--- config.mk ---
export PLATFORM = sky130hd
export DESIGN_NAME = uart_fifo_cfg
export DESIGN_NICKNAME = d
export VERILOG_FILES = /design/src/rtl/uart_pkg.sv /design/src/rtl/uart_rx_fifo.sv /design/src/rtl/uart_fifo_cfg.sv
export SDC_FILE = /design/constraint.sdc
export NUM_CORES = 1
export LEC_CHECK = 0
export CORE_UTILIZATION = 55
export CTS_CLUSTER_SIZE = 16
export DETAILED_ROUTE_END_ITERATION = 6
export PLACE_DENSITY_LB_ADDON = 0.2
export SYNTH_ARGS = -nofsm -noshare
export SYNTH_HDL_FRONTEND = slang
export SYNTH_SLANG_ARGS = --single-unit
export TNS_END_PERCENT = 10
--- constraint.sdc ---
create_clock -name clk -period 4.9 [get_ports clk]
set_input_delay 0.49 -clock clk [delete_from_list [all_inputs] [get_ports clk]]
set_output_delay 0.49 -clock clk [all_outputs]
set_load 0.05 [all_outputs]
--- src/rtl/uart_pkg.sv ---
// Shared encodings for the configurable UART: parity modes, TX/RX FSM states
// and the oversampling ratio.
package uart_pkg;

  localparam int OVERSAMPLE = 16;

  localparam logic [1:0] PAR_NONE = 2'b00;
  localparam logic [1:0] PAR_EVEN = 2'b01;
  localparam logic [1:0] PAR_ODD  = 2'b10;

  typedef enum logic [2:0] {
    TX_IDLE, TX_START, TX_DATA, TX_PARITY, TX_STOP1, TX_STOP2
  } tx_state_t;

  typedef enum logic [2:0] {
    RX_IDLE, RX_START, RX_DATA, RX_PARITY, RX_STOP
  } rx_state_t;

  // Mode 11 is reserved and behaves as no parity.
  function automatic logic par_enabled(input logic [1:0] mode);
    return (mode == PAR_EVEN) || (mode == PAR_ODD);
  endfunction

endpackage

--- src/rtl/uart_rx_fifo.sv ---
// Show-ahead FIFO: the head entry is presented combinationally while not empty.
// Writes when full are dropped unless a read frees a slot in the same cycle.
module uart_rx_fifo #(
  parameter int WIDTH = 10,
  parameter int DEPTH = 16
) (
  input  logic             clk,
  input  logic             rst_n,
  input  logic             i_wr,
  input  logic [WIDTH-1:0] i_wdata,
  input  logic             i_rd,
  output logic [WIDTH-1:0] o_rdata,
  output logic             o_full,
  output logic             o_empty
);
  localparam int AW = (DEPTH > 1) ? $clog2(DEPTH) : 1;

  logic [WIDTH-1:0] r_mem [DEPTH];
  logic [AW-1:0]    r_wptr, r_rptr;
  logic [AW:0]      r_cnt;
  logic             w_do_rd, w_do_wr;

  assign o_empty = (r_cnt == '0);
  assign o_full  = (r_cnt == (AW+1)'(DEPTH));
  assign w_do_rd = i_rd && !o_empty;
  assign w_do_wr = i_wr && (!o_full || w_do_rd);
  assign o_rdata = r_mem[r_rptr];

  always_ff @(posedge clk or negedge rst_n) begin
    if (!rst_n) begin
      r_wptr <= '0;
      r_rptr <= '0;
      r_cnt  <= '0;
    end else begin
      if (w_do_wr) r_wptr <= r_wptr + AW'(1);
      if (w_do_rd) r_rptr <= r_rptr + AW'(1);
      case ({w_do_wr, w_do_rd})
        2'b10:   r_cnt <= r_cnt + (AW+1)'(1);
        2'b01:   r_cnt <= r_cnt - (AW+1)'(1);
        default: r_cnt <= r_cnt;
      endcase
    end
  end

  always_ff @(posedge clk) begin
    if (w_do_wr) r_mem[r_wptr] <= i_wdata;
  end

endmodule

--- src/rtl/uart_fifo_cfg.sv ---
// Configurable UART (5..8 data bits, parity, 1/2 stop bits, runtime divisor)
// with a valid/ready transmitter and an RX FIFO carrying per-character error flags.
module uart_fifo_cfg
  import uart_pkg::*;
#(
  parameter int DATA_BITS   = 8,
  parameter int RX_DEPTH    = 16,
  parameter int DIV_W       = 16,
  parameter int SYNC_STAGES = 2
) (
  input  logic                 clk,
  input  logic                 rst,
  input  logic [DIV_W-1:0]     baud_div,
  input  logic [1:0]           parity_mode,
  input  logic                 stop2,
  input  logic                 RxD,
  output logic                 TxD,
  input  logic                 tx_valid,
  output logic                 tx_ready,
  input  logic [DATA_BITS-1:0] tx_data,
  input  logic                 rx_rd,
  output logic                 rx_empty,
  output logic [DATA_BITS-1:0] rx_data,
  output logic                 rx_perr,
  output logic                 rx_ferr,
  output logic                 rx_overrun,
  output logic                 tx_busy
);
  localparam int TW = $clog2(OVERSAMPLE);
  localparam int BW = $clog2(DATA_BITS);
  localparam logic [TW-1:0] T_MID  = TW'(OVERSAMPLE/2 - 1);
  localparam logic [TW-1:0] T_END  = TW'(OVERSAMPLE - 1);
  localparam logic [BW-1:0] B_LAST = BW'(DATA_BITS - 1);

  logic [DIV_W-1:0] r_tx_div, r_rx_div;
  logic             w_tx_tick, w_rx_tick, w_rx_start;

  assign w_tx_tick = (r_tx_div == '0);
  assign w_rx_tick = (r_rx_div == '0);

  // Independent tick generators; RX restarts its phase on every start edge.
  always_ff @(posedge clk or negedge rst) begin
    if (!rst) begin
      r_tx_div <= '0;
      r_rx_div <= '0;
    end else begin
      r_tx_div <= w_tx_tick ? baud_div : r_tx_div - DIV_W'(1);
      if (w_rx_start) r_rx_div <= baud_div;
      else            r_rx_div <= w_rx_tick ? baud_div : r_rx_div - DIV_W'(1);
    end
  end

  tx_state_t            r_tx_st, w_tx_nxt;
  logic                 r_tx_pend, r_txd, w_txd_nxt, w_tx_adv, w_tx_hs, w_tx_dbit;
  logic [TW-1:0]        r_tx_tcnt;
  logic [BW-1:0]        r_tx_bit;
  logic [DATA_BITS-1:0] r_tx_sh;
  logic                 r_tx_par, r_tx_paren, r_tx_stop2;

  assign tx_ready  = (r_tx_st == TX_IDLE) && !r_tx_pend;
  assign tx_busy   = !tx_ready;
  assign TxD       = r_txd;
  assign w_tx_hs   = tx_valid && tx_ready;
  assign w_tx_adv  = w_tx_tick && (r_tx_tcnt == T_END);
  assign w_tx_dbit = ((r_tx_st == TX_DATA) && w_tx_adv) ? r_tx_sh[1] : r_tx_sh[0];

  always_comb begin
    w_tx_nxt  = r_tx_st;
    w_txd_nxt = 1'b1;
    case (r_tx_st)
      TX_IDLE:   if (r_tx_pend && w_tx_tick) w_tx_nxt = TX_START;
      TX_START:  if (w_tx_adv) w_tx_nxt = TX_DATA;
      TX_DATA:   if (w_tx_adv && r_tx_bit == B_LAST)
                   w_tx_nxt = r_tx_paren ? TX_PARITY : TX_STOP1;
      TX_PARITY: if (w_tx_adv) w_tx_nxt = TX_STOP1;
      TX_STOP1:  if (w_tx_adv) w_tx_nxt = r_tx_stop2 ? TX_STOP2 : TX_IDLE;
      TX_STOP2:  if (w_tx_adv) w_tx_nxt = TX_IDLE;
      default:   w_tx_nxt = TX_IDLE;
    endcase
    case (w_tx_nxt)
      TX_START:  w_txd_nxt = 1'b0;
      TX_DATA:   w_txd_nxt = w_tx_dbit;
      TX_PARITY: w_txd_nxt = r_tx_par;
      default:   w_txd_nxt = 1'b1;
    endcase
  end

  always_ff @(posedge clk or negedge rst) begin
    if (!rst) begin
      r_tx_st   <= TX_IDLE;
      r_tx_pend <= 1'b0;
      r_tx_tcnt <= '0;
      r_tx_bit  <= '0;
      r_txd     <= 1'b1;
    end else begin
      r_tx_st <= w_tx_nxt;
      r_txd   <= w_txd_nxt;
      if (w_tx_hs) r_tx_pend <= 1'b1;
      else if (w_tx_nxt == TX_START) r_tx_pend <= 1'b0;
      if (w_tx_nxt != r_tx_st) r_tx_tcnt <= '0;
      else if (w_tx_tick)      r_tx_tcnt <= r_tx_tcnt + TW'(1);
      if (r_tx_st == TX_START)                  r_tx_bit <= '0;
      else if (r_tx_st == TX_DATA && w_tx_adv)  r_tx_bit <= r_tx_bit + BW'(1);
    end
  end

  // Character and frame format are frozen at the handshake.
  always_ff @(posedge clk) begin
    if (w_tx_hs) begin
      r_tx_sh    <= tx_data;
      r_tx_par   <= (^tx_data) ^ (parity_mode == PAR_ODD);
      r_tx_paren <= par_enabled(parity_mode);
      r_tx_stop2 <= stop2;
    end else if (r_tx_st == TX_DATA && w_tx_adv) begin
      r_tx_sh <= r_tx_sh >> 1;
    end
  end

  logic [SYNC_STAGES-1:0] r_sync;
  logic                   r_rx_prev, w_rxs, w_rx_mid, w_rx_adv, w_rx_wr, w_rx_perr;
  rx_state_t              r_rx_st, w_rx_nxt;
  logic [TW-1:0]          r_rx_tcnt;
  logic [BW-1:0]          r_rx_bit;
  logic [DATA_BITS-1:0]   r_rx_sh;
  logic                   r_rx_pbit, r_rx_paren, r_rx_odd;

  assign w_rxs      = r_sync[SYNC_STAGES-1];
  assign w_rx_start = (r_rx_st == RX_IDLE) && r_rx_prev && !w_rxs;
  assign w_rx_mid   = w_rx_tick && (r_rx_tcnt == T_MID);
  assign w_rx_adv   = w_rx_tick && (r_rx_tcnt == T_END);
  assign w_rx_wr    = (r_rx_st == RX_STOP) && w_rx_mid;
  assign w_rx_perr  = r_rx_paren && (r_rx_pbit != ((^r_rx_sh) ^ r_rx_odd));

  // A frame starts only on a high-to-low edge, so a held break never re-arms.
  always_comb begin
    w_rx_nxt = r_rx_st;
    case (r_rx_st)
      RX_IDLE:   if (w_rx_start) w_rx_nxt = RX_START;
      RX_START:  if (w_rx_mid && w_rxs) w_rx_nxt = RX_IDLE;
                 else if (w_rx_adv)     w_rx_nxt = RX_DATA;
      RX_DATA:   if (w_rx_adv && r_rx_bit == B_LAST)
                   w_rx_nxt = r_rx_paren ? RX_PARITY : RX_STOP;
      RX_PARITY: if (w_rx_adv) w_rx_nxt = RX_STOP;
      RX_STOP:   if (w_rx_mid) w_rx_nxt = RX_IDLE;
      default:   w_rx_nxt = RX_IDLE;
    endcase
  end

  always_ff @(posedge clk or negedge rst) begin
    if (!rst) begin
      r_sync    <= '1;
      r_rx_prev <= 1'b1;
      r_rx_st   <= RX_IDLE;
      r_rx_tcnt <= '0;
      r_rx_bit  <= '0;
    end else begin
      r_sync    <= {r_sync[SYNC_STAGES-2:0], RxD};
      r_rx_prev <= w_rxs;
      r_rx_st   <= w_rx_nxt;
      if (w_rx_nxt != r_rx_st) r_rx_tcnt <= '0;
      else if (w_rx_tick)      r_rx_tcnt <= r_rx_tcnt + TW'(1);
      if (r_rx_st == RX_START)                 r_rx_bit <= '0;
      else if (r_rx_st == RX_DATA && w_rx_adv) r_rx_bit <= r_rx_bit + BW'(1);
    end
  end

  always_ff @(posedge clk) begin
    if (w_rx_start) begin
      r_rx_paren <= par_enabled(parity_mode);
      r_rx_odd   <= (parity_mode == PAR_ODD);
    end
    if (r_rx_st == RX_DATA && w_rx_mid)   r_rx_sh   <= {w_rxs, r_rx_sh[DATA_BITS-1:1]};
    if (r_rx_st == RX_PARITY && w_rx_mid) r_rx_pbit <= w_rxs;
  end

  logic [DATA_BITS+1:0] w_head;
  logic                 w_full, w_empty, r_ovr;

  uart_rx_fifo #(.WIDTH(DATA_BITS+2), .DEPTH(RX_DEPTH)) u_fifo (
    .clk     (clk),
    .rst_n   (rst),
    .i_wr    (w_rx_wr),
    .i_wdata ({w_rx_perr, ~w_rxs, r_rx_sh}),
    .i_rd    (rx_rd),
    .o_rdata (w_head),
    .o_full  (w_full),
    .o_empty (w_empty)
  );

  always_ff @(posedge clk or negedge rst) begin
    if (!rst)                                r_ovr <= 1'b0;
    else if (w_rx_wr && w_full && !rx_rd)    r_ovr <= 1'b1;
    else if (rx_rd && !w_empty)              r_ovr <= 1'b0;
  end

  assign rx_empty   = w_empty;
  assign rx_overrun = r_ovr;
  assign {rx_perr, rx_ferr, rx_data} = w_empty ? '0 : w_head;

endmodule

==> metrics.cfg <==
[yosys]
yosysSeqAreaShare=0.661
ys_types=60
syn_area_per_cell_sq_um=15.2
synthCells=721
syn_area_sq_um=11000
postSynth.asyncResetShare=0.281
syn-num-nets=772
synth_ff_type=edfxtp_1
synth.ff_latch_count=253
ys_warn_count=0
synth-edff-count=182

[clock_network]
cts_root_buffer=clkbuf_16
cts_made_buffers=26
ctsHtreeMaxLevel=1
clock_path_buffers=3
cts_tree=built
clk_latency_ns=0.53
cts.sinks=253
clk_pin_slew_ns=0.06

[timing]
finClkSkew_ns=0.0151
finalCriticalPeriod_ns=4.21
maxSlewViolCount=0
finalCritPeriodShare=0.859
fin_tns_setup_ns=0
worst_slack_ns=0.689
setup_violations=0
tightest_slew_ns=1.14
rsz0062_at_grt=false
slew_headroom=0.230
finalHoldViolCount=0
clock.fmax_mhz=237

[worst_hold_path]
hold_path.class=flip-flop to flip-flop
worstHoldPathCells=0

[die]
placeableCoreArea_sq_um=19500
rows=51
start_util=0.561
io_pins=47
fp.dieArea_sq_um=20500
chipWidth_microns=143
dieHeight_microns=143

[drt]
viasPerCell=5.91
ant_nets=0
drc=0
vias=6278
routed_wirelength_microns=21900
wl_per_cell_microns=20.6
drt-initial-drc-count=450
dr.pass1.iters=4

[placed_design]
gp_congestion=0.832
port_buffers=46
place.detailed.hpwl_microns=14300
placed_cell_area_sq_um=11700
place_ws_ns=0.721
dp_cells=1013

[power_and_ir_drop]
p_sw_w=0.00190
combPwrFrac=0.272
clkPwrFrac=0.308
leakage_nw=4.37
vdd_ir_drop_max_uv=272
power_density_nw_per_um2=504
swShare=0.299
p_int_w=0.00445
total_power_w=0.00635
seqPwrFrac=0.421

[finish]
drive_gt1_frac=0.161
diodes=0
final_area_sq_um=12600
syn_to_final_growth_pct=14.8
fin_cells=1062
nets=828

[global_routing]
grt_pass1_vias=6557
grt_max_degree=59
grt_usage=0.229
antenna_found_initial=0
overflow=0
grt_first_pass_wirelength_microns=35300

[critical_path]
path_cells=inv_1 -> ha_1 -> or3b_1 -> or4b_1 -> nor4_4 -> and3_1 -> inv_2 -> ha_1 -> inv_1 -> fa_1 -> inv_1 -> a21o_1 -> a21oi_1 -> xnor2_1 -> nor2_1 -> xor2_1
crit_cells=16
cp_slowest_cell=or4b_1
cp_common_cell=inv_1
reg2reg_depth=16
critPathRequiredTime_ns=5.31
timing.rr.end=u_fifo.r_cnt[4]
crit_path_start=r_rx_div[0]
worstReg2RegStart=r_rx_div[0]
cpPeakStageDelay_ns=0.72
worst-path-buf-inv=4
crit_type=flip-flop to flip-flop
endpoint=u_fifo.r_cnt[4]
worstPathArrival_ns=4.62
cp_max_fo=9
reg2reg_slack_ns=0.69
start_kind=flip-flop
critPathTopFamily=simple AND/OR/NAND/NOR gates
crit_path_end_kind=flip-flop

[status]
outcome=complete, no violations

[flow_run]
maxCapViolations=0

## registers in the layout (all words and copies together), names as in the netlist, 2 cells and up
register	flops
r_rx_st	3
r_sync	2
r_rx_tcnt	4
u_fifo.r_cnt	5
r_rx_div	16
r_tx_tcnt	4
u_fifo.r_mem	160
r_tx_div	16
r_rx_bit	3
u_fifo.r_wptr	4
r_tx_st	3
r_rx_sh	8
u_fifo.r_rptr	4
r_tx_bit	3
r_tx_sh	8
## per-stage QoR
step / hold WS, ns / utilization
final: 0.358 / 0.645
after global routing: 0.363 / 0.645
after CTS: 0.359 / 0.645
after detailed placement: 0.350 / 0.601
after global placement: 0.346 / 0.601
after floorplan: 0.194 / -
## area by class of cell
cell class	count	area (sq um)
clock buffer	36	749
clock inverter	12	105
fill	1393	6940
inverter	20	75.1
multi-input combinational	416	3510
sequential	253	7250
tap	265	332
timing repair buffer	60	576
## synthesized netlist by cell type (7+ instances only)
cell type	count	area, sq um
edfxtp_1	182	5470
dfrtp_1	67	1680
nand2_1	51	191
nor2_1	51	191
mux4_2	50	1130
xnor2_1	38	333
o21ai_1	22	110
clkbuf_1	21	78.8
inv_1	19	71.3
ha_1	18	225
nor2b_1	18	113
a21oi_1	17	85.1
o21ai_0	16	80.1
xor2_1	16	140
nor3_1	11	55.1
mux2_2	10	113
nor4_1	9	56.3
o31ai_1	7	52.6
## layer usage
metal,global-route usage,share of wire,up-vias
li1,-,-,2842
met1,0.303,0.42,3202
met2,0.401,0.51,202
met3,0.0298,0.054,32
met4,0.0600,0.018,0
met5,0,0,-
## timing repair
| item | in CTS | in global routing |
|---|---|---|
| gates resized for setup | 0 | 0 |
| hold endpoints to repair | 13 | 0 |
| buffers inserted | 0 | 0 |
| hold buffers | 1 | 0 |
## how the worst min path moves through the flow
stage,from,to,slack (ns)
6_report,r_sync[0],r_sync[1],0.36
5_1_grt,r_sync[0],r_sync[1],0.36
4_1_cts,r_sync[0],r_sync[1],0.36
3_5_place_dp,r_sync[0],r_sync[1],0.35
3_3_place_gp,r_sync[0],r_sync[1],0.35
2_1_floorplan,rst,r_rx_bit[0],0.19
## cells by family (layout without fill, tap and decap cells)
kind of cell	count (synthesis)	count (layout)	share of synthesized area
compound gates	86	86	0.0471
xor+xnor	54	54	0.0431
fa+ha+maj	19	19	0.0224
buf+inv	52	128	0.0192
flops	253	253	0.661
mux	61	61	0.114
simple gates	196	196	0.0932
## power groups by stage
stage | logic (W) | clock network, W | registers (W)
after detailed placement | 0.00174 | 0 | 0.00271
final | 0.00172 | 0.00195 | 0.00267
after floorplan | 0.00137 | 0 | 0.00258
after CTS | 0.00175 | 0.00199 | 0.00268
after global routing | 0.00186 | 0.00207 | 0.00271
after global placement | 0.00169 | 0 | 0.00270
## cell usage in the layout, fill, tap and decap left out, types with 7 or more instances in the layout
master	n
clkbuf_16	27
o21ai_1	22
edfxtp_1	182
nor2b_1	18
xor2_1	16
a21oi_1	17
nand2_1	51
xnor2_1	38
nor4_1	9
o21ai_0	16
dfrtp_1	66
inv_1	19
o31ai_1	7
mux4_2	50
buf_4	12
clkdlybuf4s50_1	45
nor3_1	11
nor2_1	51
mux2_2	10
ha_1	18
Note: power is estimated with default switching activity, not from simulation.
